--- config.mk ---
export PLATFORM = sky130hd
export DESIGN_NAME = instr_fetch_unit_flat
export DESIGN_NICKNAME = d
export VERILOG_FILES = /design/src/rtl/instr_fetch_unit_if.sv /design/src/rtl/instr_fetch_unit.sv /design/src/flat_wrapper.sv
export SDC_FILE = /design/constraint.sdc
export NUM_CORES = 1
export LEC_CHECK = 0
export ABC_AREA = 1
export BUFFER_PORTS_ARGS = -buffer_cell sky130_fd_sc_hd__buf_2
export CAP_MARGIN = 0
export CORE_MARGIN = 2
export CORE_UTILIZATION = 40
export CTS_CLUSTER_DIAMETER = 100
export DETAILED_ROUTE_END_ITERATION = 8
export GPL_TIMING_DRIVEN = 0
export HOLD_SLACK_MARGIN = 0.06
export SLEW_MARGIN = 10
export SYNTH_ARGS = -nofsm -noshare
export SYNTH_HDL_FRONTEND = slang
export SYNTH_SLANG_ARGS = --single-unit
--- constraint.sdc ---
create_clock -name clk -period 2.2 [get_ports clk]
set_input_delay 0.11 -clock clk [delete_from_list [all_inputs] [get_ports clk]]
set_output_delay 0.11 -clock clk [all_outputs]
set_load 0.03 [all_outputs]
--- src/rtl/instr_fetch_unit_if.sv ---
// Bus between the instruction fetch unit and its environment: program loading,
// run control, the decoded-instruction valid/ready handshake and status.
interface instr_fetch_unit_if #(
    parameter int ADDR_W  = 4,
    parameter int INSTR_W = 10
);
    logic               load_en;
    logic [ADDR_W-1:0]  load_addr;
    logic [INSTR_W-1:0] load_data;
    logic               start;
    logic [ADDR_W-1:0]  last_addr;
    logic [1:0]         opcode;
    logic [3:0]         reg_a;
    logic [3:0]         reg_b;
    logic               instr_valid;
    logic               instr_ready;
    logic [ADDR_W-1:0]  pc;
    logic               busy;
    logic               done;

    modport master (
        output load_en, load_addr, load_data, start, last_addr, instr_ready,
        input  opcode, reg_a, reg_b, instr_valid, pc, busy, done
    );

    modport slave (
        input  load_en, load_addr, load_data, start, last_addr, instr_ready,
        output opcode, reg_a, reg_b, instr_valid, pc, busy, done
    );
endinterface

--- src/rtl/instr_fetch_unit.sv ---
// Fetch/decode front end of the 4-bit mini processor: program memory, PC and a
// FETCH -> DECODE -> ISSUE sequencer feeding the execute core over valid/ready.
module instr_fetch_unit_chk #(
    parameter int ADDR_W = 4
) (
    input logic              clk,
    input logic              reset,
    input logic              in_issue,
    input logic              in_done,
    input logic              valid,
    input logic              busy,
    input logic              done,
    input logic [ADDR_W-1:0] pc,
    input logic [ADDR_W-1:0] end_addr
);
    // Registered status flags must always agree with the sequencer state.
    a_valid_issue: assert property (@(posedge clk) disable iff (reset) valid == in_issue);
    a_done_state:  assert property (@(posedge clk) disable iff (reset) done == in_done);
    a_busy_done:   assert property (@(posedge clk) disable iff (reset) !(busy && done));
    a_pc_bound:    assert property (@(posedge clk) disable iff (reset) busy |-> (pc <= end_addr));
endmodule

module instr_fetch_unit #(
    parameter int ADDR_W  = 4,
    parameter int INSTR_W = 10
) (
    input logic               clk,
    input logic               reset,
    instr_fetch_unit_if.slave bus
);
    localparam int DEPTH = 1 << ADDR_W;

    typedef enum logic [2:0] {
        ST_IDLE   = 3'd0,
        ST_FETCH  = 3'd1,
        ST_DECODE = 3'd2,
        ST_ISSUE  = 3'd3,
        ST_DONE   = 3'd4
    } state_t;

    function automatic logic [1:0] field_op(input logic [INSTR_W-1:0] word);
        return word[9:8];
    endfunction

    function automatic logic [3:0] field_a(input logic [INSTR_W-1:0] word);
        return word[7:4];
    endfunction

    function automatic logic [3:0] field_b(input logic [INSTR_W-1:0] word);
        return word[3:0];
    endfunction

    state_t             state_r;
    state_t             state_s;
    logic [INSTR_W-1:0] mem_r [DEPTH];
    logic [INSTR_W-1:0] ir_r;
    logic [ADDR_W-1:0]  pc_r;
    logic [ADDR_W-1:0]  end_r;
    logic [1:0]         opcode_r;
    logic [3:0]         reg_a_r;
    logic [3:0]         reg_b_r;
    logic               valid_r;
    logic               busy_r;
    logic               done_r;
    logic               idle_like_s;
    logic               load_ok_s;
    logic               start_ok_s;
    logic               handshake_s;
    logic               at_end_s;

    // Next-state logic and the qualified load/start/handshake strobes.
    always_comb begin
        state_s     = state_r;
        idle_like_s = (state_r == ST_IDLE) || (state_r == ST_DONE);
        load_ok_s   = idle_like_s && bus.load_en;
        start_ok_s  = idle_like_s && bus.start;
        handshake_s = (state_r == ST_ISSUE) && bus.instr_ready;
        at_end_s    = (pc_r == end_r);
        case (state_r)
            ST_IDLE: begin
                if (bus.start) begin
                    state_s = ST_FETCH;
                end else begin
                    state_s = ST_IDLE;
                end
            end
            ST_FETCH:  state_s = ST_DECODE;
            ST_DECODE: state_s = ST_ISSUE;
            ST_ISSUE: begin
                if (bus.instr_ready) begin
                    if (at_end_s) begin
                        state_s = ST_DONE;
                    end else begin
                        state_s = ST_FETCH;
                    end
                end else begin
                    state_s = ST_ISSUE;
                end
            end
            ST_DONE: begin
                if (bus.start) begin
                    state_s = ST_FETCH;
                end else begin
                    state_s = ST_DONE;
                end
            end
            default: state_s = ST_IDLE;
        endcase
    end

    // Sequencer state register.
    always_ff @(posedge clk) begin
        if (reset) begin
            state_r <= ST_IDLE;
        end else begin
            state_r <= state_s;
        end
    end

    // Program memory survives reset; writes only land while the sequencer is parked.
    always_ff @(posedge clk) begin
        if (!reset && load_ok_s) begin
            mem_r[bus.load_addr] <= bus.load_data;
        end
    end

    // PC, instruction register, decoded outputs and status flags.
    always_ff @(posedge clk) begin
        if (reset) begin
            pc_r     <= {ADDR_W{1'b0}};
            end_r    <= {ADDR_W{1'b0}};
            ir_r     <= {INSTR_W{1'b0}};
            opcode_r <= 2'b00;
            reg_a_r  <= 4'h0;
            reg_b_r  <= 4'h0;
            valid_r  <= 1'b0;
            busy_r   <= 1'b0;
            done_r   <= 1'b0;
        end else begin
            // The PC stops on the final address, so a full-depth program never wraps.
            if (start_ok_s) begin
                pc_r  <= {ADDR_W{1'b0}};
                end_r <= bus.last_addr;
            end else if (handshake_s && !at_end_s) begin
                pc_r <= pc_r + ADDR_W'(1);
            end
            if (state_r == ST_FETCH) begin
                ir_r <= mem_r[pc_r];
            end
            if (state_r == ST_DECODE) begin
                opcode_r <= field_op(ir_r);
                reg_a_r  <= field_a(ir_r);
                reg_b_r  <= field_b(ir_r);
                valid_r  <= 1'b1;
            end else if (handshake_s) begin
                valid_r <= 1'b0;
            end
            busy_r <= (state_s == ST_FETCH) || (state_s == ST_DECODE) || (state_s == ST_ISSUE);
            done_r <= (state_s == ST_DONE);
        end
    end

    assign bus.opcode      = opcode_r;
    assign bus.reg_a       = reg_a_r;
    assign bus.reg_b       = reg_b_r;
    assign bus.instr_valid = valid_r;
    assign bus.pc          = pc_r;
    assign bus.busy        = busy_r;
    assign bus.done        = done_r;

    instr_fetch_unit_chk #(.ADDR_W(ADDR_W)) u_chk (
        .clk      (clk),
        .reset    (reset),
        .in_issue (state_r == ST_ISSUE),
        .in_done  (state_r == ST_DONE),
        .valid    (valid_r),
        .busy     (busy_r),
        .done     (done_r),
        .pc       (pc_r),
        .end_addr (end_r)
    );
endmodule

--- src/flat_wrapper.sv ---
// flat-port wrapper written by rule: the top's interface ports become plain ports
module instr_fetch_unit_flat 
#(
    parameter int ADDR_W  = 4,
    parameter int INSTR_W = 10
)
  (clk, reset, bus_load_en, bus_load_addr, bus_load_data, bus_start, bus_last_addr, bus_instr_ready, bus_opcode, bus_reg_a, bus_reg_b, bus_instr_valid, bus_pc, bus_busy, bus_done);
  instr_fetch_unit_if #(.ADDR_W(ADDR_W), .INSTR_W(INSTR_W)) bus_i ();
  input logic clk;
  input logic reset;
  input wire logic [$bits(bus_i.load_en)-1:0] bus_load_en;
  input wire logic [$bits(bus_i.load_addr)-1:0] bus_load_addr;
  input wire logic [$bits(bus_i.load_data)-1:0] bus_load_data;
  input wire logic [$bits(bus_i.start)-1:0] bus_start;
  input wire logic [$bits(bus_i.last_addr)-1:0] bus_last_addr;
  input wire logic [$bits(bus_i.instr_ready)-1:0] bus_instr_ready;
  output wire logic [$bits(bus_i.opcode)-1:0] bus_opcode;
  output wire logic [$bits(bus_i.reg_a)-1:0] bus_reg_a;
  output wire logic [$bits(bus_i.reg_b)-1:0] bus_reg_b;
  output wire logic [$bits(bus_i.instr_valid)-1:0] bus_instr_valid;
  output wire logic [$bits(bus_i.pc)-1:0] bus_pc;
  output wire logic [$bits(bus_i.busy)-1:0] bus_busy;
  output wire logic [$bits(bus_i.done)-1:0] bus_done;
  assign bus_i.load_en = bus_load_en;
  assign bus_i.load_addr = bus_load_addr;
  assign bus_i.load_data = bus_load_data;
  assign bus_i.start = bus_start;
  assign bus_i.last_addr = bus_last_addr;
  assign bus_i.instr_ready = bus_instr_ready;
  assign bus_opcode = bus_i.opcode;
  assign bus_reg_a = bus_i.reg_a;
  assign bus_reg_b = bus_i.reg_b;
  assign bus_instr_valid = bus_i.instr_valid;
  assign bus_pc = bus_i.pc;
  assign bus_busy = bus_i.busy;
  assign bus_done = bus_i.done;
  instr_fetch_unit #(.ADDR_W(ADDR_W), .INSTR_W(INSTR_W)) u_core (.clk(clk), .reset(reset), .bus(bus_i));
endmodule
**Yosys cells after proc, flatten, opt, wreduce, memory -nomap -nowiden**

Memory sizes are Yosys's and may differ from the RTL's. A register that Yosys moved wholly into a read port is not among the register bits.
Cells that the tools add are included.

- Reductions and logical operators: 13
- Add/subtract/negate cells: 1
- Equality and inequality tests: 9
- Mux-type cells: 9

Operators with widths:

| operator | count |
|---|---|
| 3-bit case mux with 5 select lines | 1 |
| 3-bit by 2-bit equality test with 1-bit output (second input constant) | 4 |
| 3-bit 2-to-1 mux | 3 |
| 3-bit by 1-bit equality test with 1-bit output (second input constant) | 2 |
| 3-bit equality test (second input constant) | 2 |
| 1-bit logical AND | 5 |
| 1-bit 2-to-1 mux | 5 |
| 4-bit by 1-bit adder with 4-bit output (second input constant) | 1 |
| 4-bit equality test | 1 |
| 3-bit zero test | 1 |
| 1-bit logical OR | 3 |
| 1-bit zero test | 2 |
| 2-bit nonzero test | 1 |
| 2-bit OR reduction | 1 |

- Memories kept: 1
- Bits in writable memories: 160
- Register bits after elaboration: 24

Memories:

| name | depth | bits a word | rd ports | clocked after Yosys merged registers in | write ports | RTL line | source |
|---|---|---|---|---|---|---|---|
| u_core.mem_r | 16 | 10 | 1 | 1 | 1 | instr_fetch_unit.sv:55 | `logic [INSTR_W-1:0] mem_r [DEPTH];` |

**Longest topological paths before layout**

- Depth after elaboration: 7
- Depth in mapped cells: 10
- Mapped depth without buffers: 9

**Worst setup path before layout**

OpenSTA, ideal clock, no wires.

- Path type: reg2reg
- From: register u_core.state_r[0]
- To: memory u_core.mem_r[12][0], enable pin
- Library setup time: 376 ps
- Buffers on the path: 0
- Data required time: 1824 ps
- Path slack: 526 ps
- Arrival time: 1298 ps
- Stages on the path, launching flop included: 6
- Period minus slack after synthesis: 1674 ps
- Cells stage by stage: dfxtp_1 -> nor2_1 -> inv_1 -> nor2_1 -> nand3_1 -> nor2_1

- Longest elaborated chain between the ends: 6
- Elaborated cells on any way between the ends: 7

Ends and longest elaborated chain:

| item | RTL line | source |
|---|---|---|
| start, declared | instr_fetch_unit.sv:53 | `state_t state_r;` |
| start signal, assigned | instr_fetch_unit.sv:116 | `state_r <= state_s;` |
| 3-bit equality test or 3-bit zero test (tied branches) | instr_fetch_unit.sv:74 | `idle_like_s = (state_r == ST_IDLE) \|\| (state_r == ST_DONE);` |
| 1-bit logical OR * | instr_fetch_unit.sv:74 |  |
| 1-bit logical AND * | instr_fetch_unit.sv:75 | `load_ok_s = idle_like_s && bus.load_en;` |
| 1-bit logical AND * | instr_fetch_unit.sv:122 | `if (!reset && load_ok_s) begin` |
| 1-bit 2-to-1 mux * | instr_fetch_unit.sv:122 |  |
| 1-bit 2-to-1 mux (not written as such) * | instr_fetch_unit.sv:123 | `mem_r[bus.load_addr] <= bus.load_data;` |
| end, declared | instr_fetch_unit.sv:55 |  |

Every way passes the cells marked *; elsewhere a longest branch is shown, timed or not.

**Worst setup path after layout**

- From: register u_core.state_r[1]
- To: memory u_core.mem_r[11][6], enable pin

Same word-level chain as after synthesis.

==> out/metrics.cfg <==
[status]
outcome = completed

[floorplan]
die_h_um = 148
dieArea_sq_um = 21800
start_util = 0.408
num_rows = 52
core_sq_um = 20200
die_w_um = 148
num_io_pins = 40

[layout]
drive_above_1_share = 0.147
ff_latch_area_sq_um = 5490
areaGrowthSynthToFinish_pct = 17.4
nets = 925
multiInputGateArea_sq_um = 2200
postLayoutCoreUtil = 0.480
nFillCells = 1885
diodes = 0

[global_routing]
grt_pass1_wl_um = 31200
grt_max_degree = 19
grt_remaining_overflow = 0
grt_use_total = 0.196
grt_pass1_vias = 5403
antenna_found_initial = 0

[clock_network]
clk_pin_slew_ns = 0.07
cts_root_buf = clkbuf_16
cts_sinks = 194
numCtsBuffers = 17
cts_max_path_buffers = 2
clock_latency_ns = 0.43
cts_tree = done
ctsHtreeMaxLevel = 4

[power]
ir_drop_mv = 0.521
netSwitchingPower_w = 0.00178
combPwrFrac = 0.059
leakage_nw = 4.04
swShare = 0.228
pwr-share-seq = 0.525
power_density_nw_per_um2 = 803
internal_power_w = 0.00601
power_frac_clock = 0.416

[sta]
hold_viol = 0
period_minus_slack_ns = 2.09
setup_violations = 0
fin_crit_sh = 0.952
grt_setup_unrepaired = false
whs_ns = 0.0747
maxSlewHeadroom = 0.696
fmax_mhz = 478
fin_skew_ns = 0.0124
tightest_slew_ns = 0.455
final_max_slew_viol_count = 0

[yosys]
yosys_warnings = 0
synthMuxAreaShare = 0
synth-xor-area-share = 0.00530
synth_largest_area_cell = edfxtp_1
synth_nets = 851
yosys-top-cells-area = edfxtp_1 (58%), nand2_1 (12%), dfxtp_1 (8.2%)
yosysSeqAreaShare = 0.664
synthAdderAreaFrac = 0.00151
synth_top_family_by_area = simple AND/OR/NAND/NOR gates
synth-simple-area-share = 0.214
synth-seq-cells = 194
syn_avg_cell_area_sq_um = 9.99
yosysUniqueCellTypes = 20
syn_inst = 827
synth_compound_area_frac = 0.0297
syn-cell-area_sq_um = 8260
synth_top_area_frac = 0.581

[drt]
vias_per_cell = 4.86
wl_per_cell_um = 17.6
num_vias = 5760
drtAntennaViolNets = 0
drc = 0
drtIter0Drc = 490
wirelength_um = 20800
drt_first_pass_iters = 5

[worst_hold_path]
holdCritPathClass = input pin to flip-flop

[critical_path]
crit_fanout = 10
crit_arrival_ns = 2.17
cp-end-kind = flip-flop
cp-start-kind = flip-flop
path_class = flip-flop to flip-flop
crit_required_ns = 2.28

[run]
maxCapViolCount = 0

[placement]
io_buffers = 39
gp_congestion = 0.872
hpwlAfterDp_um = 13200

==> critical path: stages, from the launching register on <==
cell and delay (ns):
dfxtp_1 0.35, nor2_1 0.13, inv_1 0.09, nor2_2 0.35, nand2_1 0.35, nor2_4 0.46
==> Yosys cell counts <==
cell      count
nand3_1     123
ha_1          1
nor3_1        2
edfxtp_1    160
inv_1       113
a21oi_1      17
nand2_2       2
nand2_1     269
buf_2        17
clkinv_1      2
nor2_1       32
clkbuf_8      3
inv_2         3
o21ai_0      14
o21a_1       12
buf_4         7
buf_6         6
xor2_1        5
dfxtp_1      34
clkbuf_1      5
==> cells in the final DEF (no fill, tap or decap), types with 5 or more instances in the layout <==
cell and instances:
xor2_1 5, inv_6 6, nor2_1 15, nand3_1 122, edfxtp_1 160, a21oi_1 17, o21a_1 12, buf_6 6
nor2_4 16, clkbuf_16 17, dlygate4sd3_1 8, buf_4 13, o21ai_0 14, inv_1 113, nand2_1 269, clkbuf_1 5
dfxtp_1 34, buf_2 56
==> stage by stage <==
step                area, sq um  worst slack [ns]  power [W]  TNS, ns  std cells
floorplan                  8260             0.526    0.00443        0        827
global placement           8800            -0.376    0.00459   -42.31       1136
detailed placement         8800            -0.403    0.00460   -47.86       1136
CTS                        9590            -0.308    0.00781   -13.52       1180
global route               9700            0.0272    0.00803        0       1184
finish                     9700             0.106    0.00779        0       1184
==> path summary, 6_finish.rpt <==
path                            slack, ns                   to  cells past startpoint           startpoint
worst max register to register       0.11  u_core.mem_r[11][6]                      5    u_core.state_r[1]
worst max-delay path                 0.11  u_core.mem_r[11][6]                      5    u_core.state_r[1]
worst min register to register       0.44  u_core.bus.reg_a[1]                      2  u_core.bus.reg_a[1]
worst min-delay path                 0.07     u_core.bus.pc[1]                      4                reset
==> registers in the layout, summed over array words and instances (netlist names) <==
register,cells
u_core.bus.instr_valid,1
u_core.state_r,3
u_core.bus.reg_a,4
u_core.bus.reg_b,4
u_core.bus.done,1
u_core.bus.busy,1
u_core.bus.opcode,2
u_core.ir_r,10
u_core.end_r,4
u_core.mem_r,160
u_core.bus.pc,4
==> area by class of cell <==
cell class	instances	share of cell area
sequential	194	0.565
clock inverter	15	0.0195
inverter	118	0.0456
multi-input combinational	477	0.226
clock buffer	17	0.0438
buffer	38	0.0273
timing repair buffer	55	0.0371
tap	270	0.0348
==> cells by family (layout without fill, tap and decap cells) <==
kind of cell,Yosys count,after routing
AOI/OAI and AO/OA,43,43
xor gates and xnor gates,5,5
adders and majority gates,1,1
buffers and inverters,156,243
DFF,194,194
and+or+nand+nor,428,428
==> layer usage <==
metal | up-vias | track usage | share of wire
met2 | 202 | 0.318 | 0.47
met5 | - | 0 | 0
met3 | 37 | 0.0404 | 0.080
li1 | 2835 | - | -
met1 | 2686 | 0.263 | 0.43
met4 | 0 | 0.0702 | 0.027
==> what timing repair did <==
| action | in CTS | in global routing |
|---|---|---|
| hold buffers | 8 | 0 |
| endpoints found under the hold margin | 25 | 0 |
| pin swaps | 2 | 4 |
| endpoints found under the setup margin | 160 | 160 |
| setup buffers | 4 | 4 |
| gates resized for setup | 20 | 14 |
==> power by group through the flow <==
stage | clock network (W) | logic [W] | registers, W
after global placement | 0 | 0.000424 | 0.00417
after floorplan | 0 | 0.000210 | 0.00422
after global routing | 0.00342 | 0.000510 | 0.00410
after detailed placement | 0 | 0.000430 | 0.00417
final | 0.00324 | 0.000462 | 0.00409
after CTS | 0.00327 | 0.000453 | 0.00409
Power figures use the tool's default switching activity.
